File: src/rtl/aes_in_loader.sv
// Byte-serial loader feeding the AES pipeline register stage.
// Collects 16 plaintext bytes then 16 key bytes, then presents them in parallel for one clock.
module aes_in_loader #(
  parameter logic [7:0] RCON_INIT = 8'h01,
  parameter int         CNT_W     = 16
) (
  input  logic             clock,
  input  logic             reset,
  input  logic             in_valid,
  input  logic [7:0]       in_byte,
  output logic             in_ready,
  input  logic             flush,
  output logic [7:0]       out0,
  output logic [7:0]       out1,
  output logic [7:0]       out2,
  output logic [7:0]       out3,
  output logic [7:0]       out4,
  output logic [7:0]       out5,
  output logic [7:0]       out6,
  output logic [7:0]       out7,
  output logic [7:0]       out8,
  output logic [7:0]       out9,
  output logic [7:0]       outA,
  output logic [7:0]       outB,
  output logic [7:0]       outC,
  output logic [7:0]       outD,
  output logic [7:0]       outE,
  output logic [7:0]       outF,
  output logic [7:0]       outk0,
  output logic [7:0]       outk1,
  output logic [7:0]       outk2,
  output logic [7:0]       outk3,
  output logic [7:0]       outk4,
  output logic [7:0]       outk5,
  output logic [7:0]       outk6,
  output logic [7:0]       outk7,
  output logic [7:0]       outk8,
  output logic [7:0]       outk9,
  output logic [7:0]       outkA,
  output logic [7:0]       outkB,
  output logic [7:0]       outkC,
  output logic [7:0]       outkD,
  output logic [7:0]       outkE,
  output logic [7:0]       outkF,
  output logic             empty,
  output logic [7:0]       Rcon_out,
  output logic [CNT_W-1:0] blk_cnt
);

  // state | meaning
  // LOAD  | accepting bytes into the shadow registers
  // ISSUE | assembled block is on the outputs with empty=0
  typedef enum logic {LOAD, ISSUE} state_t;

  state_t     state, state_nxt;
  logic [4:0] idx, idx_nxt;
  logic       ready_nxt, empty_nxt;
  logic [7:0] rcon_nxt;
  logic       sh_we, issue_go;
  logic       accept;

  logic [7:0] sh_st [16];
  logic [7:0] sh_k  [15];
  logic [7:0] ob_st [16];
  logic [7:0] ob_k  [16];

  assign accept = in_valid & in_ready;

  always_comb begin
    state_nxt = state;
    idx_nxt   = idx;
    ready_nxt = in_ready;
    empty_nxt = 1'b1;
    rcon_nxt  = 8'h00;
    sh_we     = 1'b0;
    issue_go  = 1'b0;
    case (state)
      LOAD: begin
        ready_nxt = 1'b1;
        if (flush) begin
          idx_nxt = 5'd0;
        end else if (accept) begin
          if (idx == 5'd31) begin
            issue_go  = 1'b1;
            ready_nxt = 1'b0;
            empty_nxt = 1'b0;
            rcon_nxt  = RCON_INIT;
            idx_nxt   = 5'd0;
            state_nxt = ISSUE;
          end else begin
            sh_we   = 1'b1;
            idx_nxt = idx + 5'd1;
          end
        end
      end
      ISSUE: begin
        ready_nxt = 1'b1;
        state_nxt = LOAD;
      end
      default: begin
        state_nxt = LOAD;
      end
    endcase
  end

  always_ff @(posedge clock or posedge reset) begin
    if (reset) begin
      state    <= LOAD;
      idx      <= 5'd0;
      in_ready <= 1'b0;
      empty    <= 1'b1;
      Rcon_out <= 8'h00;
      blk_cnt  <= '0;
      for (int i = 0; i < 16; i++) begin
        sh_st[i] <= 8'h00;
        ob_st[i] <= 8'h00;
        ob_k[i]  <= 8'h00;
      end
      for (int i = 0; i < 15; i++) sh_k[i] <= 8'h00;
    end else begin
      state    <= state_nxt;
      idx      <= idx_nxt;
      in_ready <= ready_nxt;
      empty    <= empty_nxt;
      Rcon_out <= rcon_nxt;
      if (sh_we) begin
        if (!idx[4]) sh_st[idx[3:0]] <= in_byte;
        else         sh_k[idx[3:0]]  <= in_byte;
      end
      // Last key byte bypasses the shadow so the block issues one cycle after its final accept.
      if (issue_go) begin
        for (int i = 0; i < 16; i++) ob_st[i] <= sh_st[i];
        for (int i = 0; i < 15; i++) ob_k[i]  <= sh_k[i];
        ob_k[15] <= in_byte;
        blk_cnt  <= blk_cnt + CNT_W'(1);
      end
    end
  end

  assign out0  = ob_st[0];
  assign out1  = ob_st[1];
  assign out2  = ob_st[2];
  assign out3  = ob_st[3];
  assign out4  = ob_st[4];
  assign out5  = ob_st[5];
  assign out6  = ob_st[6];
  assign out7  = ob_st[7];
  assign out8  = ob_st[8];
  assign out9  = ob_st[9];
  assign outA  = ob_st[10];
  assign outB  = ob_st[11];
  assign outC  = ob_st[12];
  assign outD  = ob_st[13];
  assign outE  = ob_st[14];
  assign outF  = ob_st[15];
  assign outk0 = ob_k[0];
  assign outk1 = ob_k[1];
  assign outk2 = ob_k[2];
  assign outk3 = ob_k[3];
  assign outk4 = ob_k[4];
  assign outk5 = ob_k[5];
  assign outk6 = ob_k[6];
  assign outk7 = ob_k[7];
  assign outk8 = ob_k[8];
  assign outk9 = ob_k[9];
  assign outkA = ob_k[10];
  assign outkB = ob_k[11];
  assign outkC = ob_k[12];
  assign outkD = ob_k[13];
  assign outkE = ob_k[14];
  assign outkF = ob_k[15];

endmodule

File: config.mk
export PLATFORM = sky130hd
export DESIGN_NAME = aes_in_loader
export DESIGN_NICKNAME = d
export VERILOG_FILES = /design/src/rtl/aes_in_loader.sv
export SDC_FILE = /design/constraint.sdc
export NUM_CORES = 1
export LEC_CHECK = 0
export ABC_AREA = 1
export BUFFER_PORTS_ARGS = -buffer_cell sky130_fd_sc_hd__buf_2
export CAP_MARGIN = 20
export CORE_AREA = 2 2 267 269
export DETAILED_ROUTE_END_ITERATION = 8
export DIE_AREA = 0 0 269 271
export HOLD_SLACK_MARGIN = 0.03
export SLEW_MARGIN = 20
export SYNTH_ARGS = -nofsm -noshare
export SYNTH_HDL_FRONTEND = slang
export SYNTH_SLANG_ARGS = --single-unit
File: constraint.sdc
create_clock -name clock -period 15.8 [get_ports clock]
set_input_delay 2.37 -clock clock [delete_from_list [all_inputs] [get_ports clock]]
set_output_delay 2.37 -clock clock [all_outputs]
set_load 0.01 [all_outputs]
==> run_results.csv <==
group,metric,value,unit
drt,post_drt_wl_per_cell,17.07,µm
drt,drt_first_pass_iters,5,
synthesis,synth_ff_type,"dfrtp_1",
finish,fin_util,0.3599,
clocking,hold_buffers,0,
critical_path,crit_family,"buffers and inverters",
finish,nets,2619,
synthesis,synth-async-reset-ratio,1.000,
critical_path,critPathBufInv,6,
finish,synthToLayoutAreaGrowth,20.67,%
run,cap_violations,0,
critical_path,crit_path_top_delay_cell,"buf_4",
synthesis,synth-simple-area-share,0.3207,
critical_path,r2r_cells,11,
synthesis,synth_compound_area_frac,0.001503,
grt,grt_overflow_total,0,
die,core-area,69790,µm²
drt,viasPerCell,4.519,
critical_path,worstPathArrival,5220,ps
clocking,clk_latency,620,ps
grt,antenna_found_initial,0,
timing,min_period,4613,ps
synthesis,ys_seq_elements,528,
timing,max_slew.worst_pin.slew,1248,ps
worst_hold_path,hold_path_depth,2,
critical_path,path_common_cell,"buf_4",
die,die_area,72900,µm²
clocking,cts_tree,"yes",
timing,maxSlewViolCount,0,
finish,largest_register_ffs,128,
synthesis,syn_area,20820,µm²
critical_path,cp-end-kind,"asynchronous set/reset pin",
synthesis,synth_mux_area_frac,0,
finish,regMostFlops,"sh_st",
synthesis,syn_inst,2351,
synthesis,yosysWarnings,0,
clocking,clockBufferDepth,3,
critical_path,regToRegSetupSlack,11360,ps
die,row_count,97,
critical_path,timing.rr.start,"idx[0]",
drt,via_count,16230,
timing,relSlewSlack,0.1680,
critical_path,crit_chain,"buf_2 > clkinvlp_4 > buf_12 > buf_16 > buf_4 > buf_4",
timing,finalSetupTns,0,ps
clocking,cts.sinks,528,
grt,first_global_vias,15710,
finish,antenna_cells,0,
critical_path,critPathKind,"in -> async",
critical_path,cp.required,16400,ps
synthesis,synth.avg_cell_area,8.854,µm²
synthesis,synth_fa_ha_area_frac,0.003606,
worst_hold_path,hold_path_class,"reg -> reg",
die,die_h,271,µm
synthesis,synth_top_family_by_area,"simple AND/OR/NAND/NOR gates",
worst_hold_path,min-delay-start,"sh_k[33]",
finish,reg_top3,"sh_st: 128 flops, sh_k: 120 flops, blk_cnt: 16 flops",
critical_path,r2r-end,"outF[3]",
clocking,cts_resized,0,
timing,timing_hold_violations_final,0,
grt,grt_pass1_wl,95220,µm
pwr,ir_worst_vdd,80.76,µV
grt,grt_max_degree,174,
clocking,cts_buffers,59,
die,io_pins,294,
synthesis,ys_types,25,
placed_design,portBuffers,286,
worst_hold_path,worstHoldEndpoint,"outkA[1]",
synthesis,yosysSeqAreaShare,0.6348,
drt,drc,0,
critical_path,cpPeakStageDelay,880,ps
die,die_w,269,µm
timing,fmax,216.8,MHz
clocking,clk_pin_slew_worst_paths,60,ps
synthesis,synth_edf_count,0,
critical_path,worst-path-max-fanout,113,
drt,ant_nets,0,
pwr,power_density,117.2,nW/µm²
grt,grt.total_usage,0.1674,
die,initial_core_util,0.2983,
outcome,status,"finished clean",
placed_design,hpwl,35890,µm
synthesis,synth-xor-area-share,0.003366,
timing,fin_worst_skew,21.27,ps
clocking,root_buffer,"clkbuf_16",
drt,routed_wl,61290,µm
timing,post-route-period-util,0.2919,
pwr,p_leak,14.62,nW
timing,finalSetupViolCount,0,
timing,grt_setup_unrepaired,"no",
finish,drive_gt1_frac,0.1747,
critical_path,start_kind,"primary input",
placed_design,gp_congestion,0.7320,
drt,drt_iter0_drc,1372,
clocking,post_cts_buffers,0,
clocking,cts.htree.levels,2,
routing by layer:
layer | track usage | share of wire | up-vias
met5 | 0 | 0 | -
met4 | 0.03596 | 0.017 | 0
met3 | 0.03577 | 0.065 | 76
met2 | 0.2528 | 0.45 | 440
met1 | 0.2457 | 0.47 | 7910
li1 | - | - | 7803
tightest hold or removal path: stages, from the launching register on:
cell and delay (ps):
dfrtp_1 340, nand2_1 50, nand2_1 50
report_power, final:
part           total (mW)  switching [mW]  leakage (nW)  internal [mW]
sequential           1.41          0.0193          7.32           1.39
combinational       0.106          0.0846          6.29         0.0213
clock                1.43           0.577          1.02          0.856
kinds of logic (layout without fill, tap and decap cells):
logic type | Yosys count | count (layout)
AO/OA/AOI/OAI | 6 | 6
XOR/XNOR | 8 | 8
adder cells (fa/ha/maj) | 6 | 6
buffers and inverters | 157 | 451
flip-flops | 528 | 528
other | 1 | 7
AND/OR/NAND/NOR | 1645 | 1645
stage by stage:
stage / hold slack, ps / area (µm²) / worst slack (ps) / power, mW / cells
after floorplan: 442.2 / 20840 / 6255 / 1.498 / 2357
final: 465.9 / 25120 / 11190 / 2.944 / 3591
after detailed placement: 452.5 / 23040 / 10480 / 1.538 / 3479
after global routing: 482.5 / 25120 / 10710 / 3.058 / 3591
after global placement: 447.3 / 23040 / 10460 / 1.536 / 3479
after CTS: 468.5 / 25090 / 11170 / 2.983 / 3590
cell usage in the layout, fill, tap and decap left out, types with 2 or more instances in the layout:
master	n
clkbuf_16	59
nand3b_1	3
xnor2_1	2
buf_2	286
bufinv_16	6
clkinv_2	10
clkbuf_8	14
nor2_2	14
dfrtp_1	527
clkinv_8	2
clkinv_4	5
xor2_1	6
nand3_1	260
nand2_1	1321
conb_1	7
nor2_1	9
nand4_1	3
ha_1	6
nor3_1	4
o21ai_0	4
nor2_4	6
nand2_2	23
buf_4	28
clkbuf_1	13
inv_1	21
synthesized netlist by cell type, types with 6 or more instances:
cell type / instances / share of area
nor2_1: 9 / 0.0016
xor2_1: 6 / 0.0025
ha_1: 6 / 0.0036
nand2_1: 1322 / 0.24
nor2_2: 14 / 0.0042
buf_4: 26 / 0.0094
dfrtp_1: 527 / 0.63
nor2_4: 6 / 0.0032
inv_1: 22 / 0.0040
clkbuf_1: 51 / 0.0092
nand2_2: 23 / 0.0069
buf_1: 8 / 0.0014
nand3_1: 260 / 0.063
buf_2: 48 / 0.012
area by class of cell:
type | count | area [µm²]
Tap cell | 940 | 1176
Clock buffer | 86 | 1718
Timing Repair Buffer | 316 | 1689
Clock inverter | 25 | 335.3
Sequential cell | 528 | 13210
Multi-Input combinational cell | 1672 | 6885
Inverter | 24 | 101.3
Fill cell | 7131 | 44670
worst max path at each step:
stage,endpoint,from,cells past startpoint
final,outC[3],reset,6
after CTS,outE[2],reset,5
after global placement,outE[2],reset,5
after global routing,sh_k[3],reset,6
after detailed placement,outkE[2],reset,5
after floorplan,Rcon_out[0],reset,1
Note: power is estimated with default switching activity, not from simulation.
